## config.mk

```make
export PLATFORM = sky130hd
export DESIGN_NAME = jxj_host
export DESIGN_NICKNAME = d
export VERILOG_FILES = /design/src/rtl/jxj_pkg.sv /design/src/rtl/jxj_rx_deframe.sv /design/src/rtl/jxj_host.sv
export SDC_FILE = /design/constraint.sdc
export NUM_CORES = 1
export LEC_CHECK = 0
export ABC_CLOCK_PERIOD_IN_PS = 2100
export CAP_MARGIN = 10
export CORE_AREA = 2 2 193 157
export CTS_CLUSTER_DIAMETER = 200
export DETAILED_ROUTE_END_ITERATION = 6
export DIE_AREA = 0 0 195 159
export HOLD_SLACK_MARGIN = 0.1
export SLEW_MARGIN = 30
export SYNTH_ARGS = -nofsm -noshare
export SYNTH_HDL_FRONTEND = slang
export SYNTH_HIERARCHICAL = 1
export SYNTH_SLANG_ARGS = --single-unit
```

## constraint.sdc

```tcl
create_clock -name clk -period 2.1 [get_ports clk]
set_input_delay 0.315 -clock clk [delete_from_list [all_inputs] [get_ports clk]]
set_output_delay 0.315 -clock clk [all_outputs]
set_load 0.05 [all_outputs]
```

## src/rtl/jxj_pkg.sv

```systemverilog
// rtl/jxj_pkg.sv - shared jxj transaction layout and pack/unpack helpers
package jxj_pkg;

    localparam int JXJ_TXN_BYTES  = 8;
    localparam int JXJ_CTL_RD_BIT = 4;

    typedef struct packed {
        logic        rd;
        logic [23:0] addr;
        logic [31:0] data;
    } jxj_txn_t;

    function automatic logic [63:0] jxj_pack(input jxj_txn_t t);
        logic [7:0] ctl;
        ctl = 8'h00;
        ctl[JXJ_CTL_RD_BIT] = t.rd;
        return {ctl, t.addr, t.data};
    endfunction

    function automatic jxj_txn_t jxj_unpack(input logic [63:0] v);
        jxj_txn_t t;
        t.rd   = v[56 + JXJ_CTL_RD_BIT];
        t.addr = v[55:32];
        t.data = v[31:0];
        return t;
    endfunction

endpackage

```

## src/rtl/jxj_rx_deframe.sv

```systemverilog
// rtl/jxj_rx_deframe.sv - reply byte deframer: collects 8-byte transactions into responses
module jxj_rx_deframe
    import jxj_pkg::*;
(
    input  logic        clk,
    input  logic        rst,
    input  logic        en,
    input  logic        clr,
    input  logic [7:0]  rx_din,
    input  logic        rx_stb,
    output logic [2:0]  byte_cnt_nxt,
    output logic [4:0]  txn_cnt_nxt,
    output logic        resp_valid,
    output logic        resp_rd,
    output logic [23:0] resp_addr,
    output logic [31:0] resp_data
);

    logic [63:0] rx_sh;
    logic [63:0] rx_sh_nxt;
    logic [2:0]  byte_cnt;
    logic [4:0]  txn_cnt;
    logic        take;
    logic        txn_done;
    jxj_txn_t    rx_txn;

    // Next-state counts are exported so an rx_end landing on the final byte sees that byte.
    always_comb begin
        take         = en & rx_stb;
        txn_done     = take & (byte_cnt == 3'(JXJ_TXN_BYTES - 1));
        rx_sh_nxt    = {rx_sh[55:0], rx_din};
        byte_cnt_nxt = take ? byte_cnt + 3'd1 : byte_cnt;
        txn_cnt_nxt  = (txn_done && txn_cnt != 5'h1f) ? txn_cnt + 5'd1 : txn_cnt;
        rx_txn       = jxj_unpack(rx_sh_nxt);
    end

    always_ff @(posedge clk) begin
        if (rst) begin
            rx_sh      <= '0;
            byte_cnt   <= '0;
            txn_cnt    <= '0;
            resp_valid <= 1'b0;
            resp_rd    <= 1'b0;
            resp_addr  <= '0;
            resp_data  <= '0;
        end else begin
            resp_valid <= txn_done;
            if (take) begin
                rx_sh <= rx_sh_nxt;
            end
            if (txn_done) begin
                resp_rd   <= rx_txn.rd;
                resp_addr <= rx_txn.addr;
                resp_data <= rx_txn.data;
            end
            if (clr) begin
                byte_cnt <= '0;
                txn_cnt  <= '0;
            end else begin
                byte_cnt <= byte_cnt_nxt;
                txn_cnt  <= txn_cnt_nxt;
            end
        end
    end

endmodule

```

## src/rtl/jxj_host.sv

```systemverilog
// rtl/jxj_host.sv - jxj link initiator: batches localbus commands into packets, checks replies
module jxj_host
    import jxj_pkg::*;
#(
    parameter int BATCH   = 4,
    parameter int TIMEOUT = 4095
) (
    input  logic        clk,
    input  logic        rst,
    input  logic        cmd_valid,
    output logic        cmd_ready,
    input  logic        cmd_rd,
    input  logic [23:0] cmd_addr,
    input  logic [31:0] cmd_wdata,
    output logic [7:0]  tx_dout,
    output logic        tx_stb,
    input  logic        tx_rdy,
    output logic        tx_end,
    input  logic [7:0]  rx_din,
    input  logic        rx_stb,
    input  logic        rx_end,
    output logic        resp_valid,
    output logic        resp_rd,
    output logic [23:0] resp_addr,
    output logic [31:0] resp_data,
    output logic        busy,
    output logic        err_len,
    output logic        err_tmo
);

    localparam logic [1:0] ST_IDLE = 2'd0;
    localparam logic [1:0] ST_LOAD = 2'd1;
    localparam logic [1:0] ST_SEND = 2'd2;
    localparam logic [1:0] ST_WAIT = 2'd3;

    logic [1:0]  state;
    logic [63:0] tx_sh;
    logic [2:0]  tx_byte;
    logic [3:0]  txn_cnt;
    logic [4:0]  sent_n;
    logic [11:0] tmo;
    logic        b7_seen;
    logic        cont_q;

    logic        last_byte;
    logic        room;
    logic        cont_now;
    logic        xfer;
    logic        cmd_take;
    logic        rx_en;
    logic        rx_clr;
    logic        len_bad;
    logic        tmo_hit;
    logic [2:0]  rx_byte_nxt;
    logic [4:0]  rx_txn_nxt;
    jxj_txn_t    cmd_txn;
    logic [63:0] cmd_word;

    // Continuation is frozen the first cycle byte 7 is shown so tx_end never changes under a stall.
    always_comb begin
        last_byte   = (state == ST_SEND) && (tx_byte == 3'(JXJ_TXN_BYTES - 1));
        room        = ({1'b0, txn_cnt} + 5'd1) < 5'(BATCH);
        cont_now    = b7_seen ? cont_q : (cmd_valid & room);
        xfer        = (state == ST_SEND) & tx_rdy;
        tx_stb      = (state == ST_SEND);
        tx_dout     = (state == ST_SEND) ? tx_sh[63:56] : 8'h00;
        tx_end      = last_byte & ~cont_now;
        cmd_ready   = ~rst & ((state == ST_IDLE) | (last_byte & cont_now & tx_rdy));
        cmd_take    = cmd_valid & cmd_ready;
        busy        = (state != ST_IDLE);
        cmd_txn.rd   = cmd_rd;
        cmd_txn.addr = cmd_addr;
        cmd_txn.data = cmd_rd ? 32'h0 : cmd_wdata;
        cmd_word    = jxj_pack(cmd_txn);
        rx_en       = (state == ST_WAIT);
        len_bad     = (rx_byte_nxt != 3'd0) || (rx_txn_nxt != sent_n);
        tmo_hit     = rx_en & ~rx_end & (tmo == 12'(TIMEOUT - 1));
        rx_clr      = (xfer & tx_end) | (rx_en & rx_end) | tmo_hit;
    end

    always_ff @(posedge clk) begin
        if (rst) begin
            state   <= ST_IDLE;
            tx_sh   <= '0;
            tx_byte <= '0;
            txn_cnt <= '0;
            sent_n  <= '0;
            tmo     <= '0;
            b7_seen <= 1'b0;
            cont_q  <= 1'b0;
            err_len <= 1'b0;
            err_tmo <= 1'b0;
        end else begin
            err_len <= 1'b0;
            err_tmo <= 1'b0;
            case (state)
                ST_IDLE: begin
                    if (cmd_take) begin
                        tx_sh   <= cmd_word;
                        tx_byte <= '0;
                        txn_cnt <= '0;
                        state   <= ST_LOAD;
                    end
                end
                ST_LOAD: begin
                    state <= ST_SEND;
                end
                ST_SEND: begin
                    if (last_byte) begin
                        b7_seen <= 1'b1;
                        cont_q  <= cont_now;
                    end
                    if (xfer) begin
                        b7_seen <= 1'b0;
                        if (!last_byte) begin
                            tx_sh   <= tx_sh << 8;
                            tx_byte <= tx_byte + 3'd1;
                        end else if (cmd_take) begin
                            tx_sh   <= cmd_word;
                            tx_byte <= '0;
                            txn_cnt <= txn_cnt + 4'd1;
                        end else begin
                            tx_byte <= '0;
                            sent_n  <= {1'b0, txn_cnt} + 5'd1;
                            tmo     <= '0;
                            state   <= ST_WAIT;
                        end
                    end
                end
                default: begin
                    if (rx_end) begin
                        err_len <= len_bad;
                        state   <= ST_IDLE;
                    end else if (tmo_hit) begin
                        err_tmo <= 1'b1;
                        state   <= ST_IDLE;
                    end else begin
                        tmo <= tmo + 12'd1;
                    end
                end
            endcase
        end
    end

    jxj_rx_deframe u_rx (
        .clk          (clk),
        .rst          (rst),
        .en           (rx_en),
        .clr          (rx_clr),
        .rx_din       (rx_din),
        .rx_stb       (rx_stb),
        .byte_cnt_nxt (rx_byte_nxt),
        .txn_cnt_nxt  (rx_txn_nxt),
        .resp_valid   (resp_valid),
        .resp_rd      (resp_rd),
        .resp_addr    (resp_addr),
        .resp_data    (resp_data)
    );

endmodule

```

==> summary.txt <==
WL/cell -> 15.14 µm
Max VDD drop -> 0.0004806 V
Row cnt -> 56
Final Skew -> 0.01298 ns
Most frequent cells in the layout -> nand2_1 (249), dfxtp_1 (201), clkdlybuf4s50_1 (129)
Period utilisation layout -> 1.111
RSZ-0062 raised after global routing -> true
Clock Path Buffers -> 3
Final TNS setup -> -3.517 ns
Max Used Layer -> met5
IO Count -> 143
CTS HTree Levels -> 1
First-pass GRT wire length -> 37520 µm
Total power -> 12.17 mW
Asr flop ratio synth -> 0
Worst Setup SP -> txn_cnt[0]
Internal reg-to-reg setup slack -> -0.13 ns
Largest net degree at the start of global routing -> 152
IO buf count -> 142
CTS Sinks -> 209
Cell-internal power -> 8.396 mW
Fill count -> 2827
Area growth from synthesis to layout -> 42.46%
DRT Wirelength -> 23830 µm
Post-synthesis sequential area ratio -> 0.4852
Met3 WL -> 1703 µm
Post-synthesis register bit count -> 209
Vias in the first global route -> 7298
Die width -> 195 µm
Reg2reg start -> txn_cnt[0]
Clk Latency, worst-skew pair -> 0.51 ns
Net Sw Frac -> 0.3100
Mean area per synthesized cell -> 8.641 µm²
Crit path kind -> reg -> out
Hold Vio Cnt, Final -> 0
Max Clk Rate -> 428.8 MHz
Inserted Clock Buffers -> 24
GRT Util Overall -> 0.1439
Pwr per Cell Area -> 990.6 nW/µm²
Starting DRC count in detailed routing -> 574
Violated checks -> design-rule violations, negative setup slack
Placed insts -> 1511
Initial Util -> 0.2973
Sequential Power Share -> 0.361
Final Instance Count excl. Fillers -> 1574
Most common cell after layout, fill and taps aside -> nand2_1
Comb pwr share -> 0.279
Final Instance Area -> 12280 µm²
Routed wl met2 -> 10470 µm
Routed Antenna Nets -> 0
Worst-path clk slew -> 0.06 ns
Status -> complete, but fails checks
Syn Nets -> 1082
Mapped Area -> 8623 µm²
Yosys synthesis warning count -> 6
Initial antenna violation count -> 3
Max-Cap Viols -> 0
Core area -> 29010 µm²
Rel. slew slack -> 0.5150
Die area -> 31010 µm²
Max-slew violations -> 0
Finished Core Util -> 0.4235
DP Area -> 10920 µm²
CP arrival -> 2.02 ns
Worst path required time -> 1.78 ns
Minimum clock period -> 2.332 ns
Via count -> 7709
CTS Root Cell -> clkbuf_16
NetSw -> 3.773 mW
Clk pwr share -> 0.360
CTS Hold Bufs -> 0
Layout cells sized above 1 -> 0.1948
Leak pwr -> 4.324 nW
Setup crit end kind -> output port
Top FF cell, synth -> dfxtp_1
Hold_sp -> rst
Nets -> 1262
Crit-path max FO -> 4
Crit path launch type -> flip-flop
Routability-driven placement congestion ratio -> 0.7878
Synth Instances -> 998
EDFF count, synth -> 0
CTS tree -> built
Setup-failing EPs final -> 60
Vias/cell -> 4.898
Final HPWL DP -> 15570 µm
Total gr overflow -> 0
First-pass iteration count of the detailed router -> 7
Met1 Wirelength -> 11270 µm
Hold Path Class -> in -> reg
Worst slew pin tran -> 0.7276 ns
Final worst slack -> -0.2322 ns
# DRC -> 1
Die Ht -> 159 µm
Distinct cells, synth -> 58
synth_stat cells, types with 5 or more instances:
master / instances / area, µm²
a221oi_2: 6 / 90.09
inv_1: 9 / 33.78
nor2b_1: 17 / 106.4
buf_2: 17 / 85.08
o21ai_0: 20 / 100.1
a21oi_1: 130 / 650.6
nand2_1: 252 / 945.9
nor2_1: 63 / 236.5
clkbuf_1: 39 / 146.4
nand3_1: 9 / 45.04
a22oi_1: 17 / 127.6
a221oi_1: 5 / 43.79
a211oi_1: 7 / 52.55
mux2i_1: 18 / 180.2
a22o_1: 7 / 61.31
a222oi_1: 25 / 250.2
and2_1: 19 / 118.9
mux2_2: 5 / 56.30
nor3_1: 6 / 30.03
buf_4: 10 / 75.07
and3_1: 11 / 68.82
ha_1: 13 / 162.7
nand2b_1: 7 / 43.79
dfxtp_1: 209 / 4184
xor2_1: 15 / 131.4
kinds of logic (layout without fill, tap and decap cells):
family	after synthesis	after routing	share of synthesized area
flip-flops	209	209	0.4852
AND/OR/NAND/NOR	405	408	0.2076
buffers and inverters	81	276	0.04744
AO/OA/AOI/OAI	249	249	0.1952
multiplexers	23	23	0.02742
other	0	1	0
adder cells (fa/ha/maj)	13	13	0.01886
XOR/XNOR	18	18	0.01828
final cells by class:
type / count / area [µm²] / area share
flip-flops and latches: 209 / 4202 / 0.3420
well taps: 377 / 471.7 / 0.03840
clock inverters: 10 / 116.4 / 0.009472
clock buffers: 34 / 730.7 / 0.05948
multi-input cells: 711 / 4418 / 0.3596
repair buffers: 223 / 2306 / 0.1877
diodes: 1 / 2.502 / 0.0002037
inverters: 9 / 37.54 / 0.003056
final timing paths:
path,end,cells past startpoint
max,cmd_ready,8
min,state[1],3
max reg2reg,tx_sh[12],12
min reg2reg,u_rx/resp_addr[15],2
per-stage QoR:
| stage | hold WS [ns] | setup WS [ns] |
|---|---|---|
| floorplan | 0.4151 | -0.04119 |
| global placement | 0.4408 | -0.3577 |
| detailed placement | 0.4453 | -0.4075 |
| CTS | 0.3539 | -0.2298 |
| global route | 0.3951 | -0.2960 |
| finish | 0.3464 | -0.2322 |
per-layer routing:
metal | vias to the layer above | GRT usage
met5 | - | 0
met4 | 2 | 0.02984
met3 | 29 | 0.03961
met2 | 197 | 0.2214
met1 | 3647 | 0.2015
li1 | 3834 | -
power by group through the flow:
stage | Clock [mW] | Combinational [mW] | Sequential, mW
after floorplan | 0 | 1.97 | 4.41
after global placement | 0 | 2.87 | 4.46
after detailed placement | 0 | 2.90 | 4.46
after CTS | 4.50 | 3.05 | 4.37
after global routing | 4.68 | 3.67 | 4.41
final | 4.38 | 3.39 | 4.39
what timing repair did:
action,in CTS,in global routing
pin swaps,11,15
gates resized for setup,20,63
setup buffers,7,6
cloned,2,3
endpoints found under the setup margin,64,85
flip-flops by register name, indices dropped and copies added (netlist names), 2 cells and up:
| name | flops |
|---|---|
| state | 2 |
| u_rx/txn_cnt | 5 |
| tx_byte | 3 |
| u_rx/rx_sh | 49 |
| txn_cnt | 4 |
| sent_n | 5 |
| tx_sh | 64 |
| u_rx/byte_cnt | 3 |
| u_rx/resp_addr | 24 |
| u_rx/resp_data | 32 |
| tmo | 12 |
critical path: stages (launching register included):
cell,delay (ns)
dfxtp_4,0.37
ha_4,0.17
a2bb2oi_2,0.14
a32oi_4,0.24
buf_6,0.15
a31oi_4,0.09
buf_6,0.13
nor2_4,0.09
buf_12,0.14
Note: power is estimated with default switching activity, not from simulation.
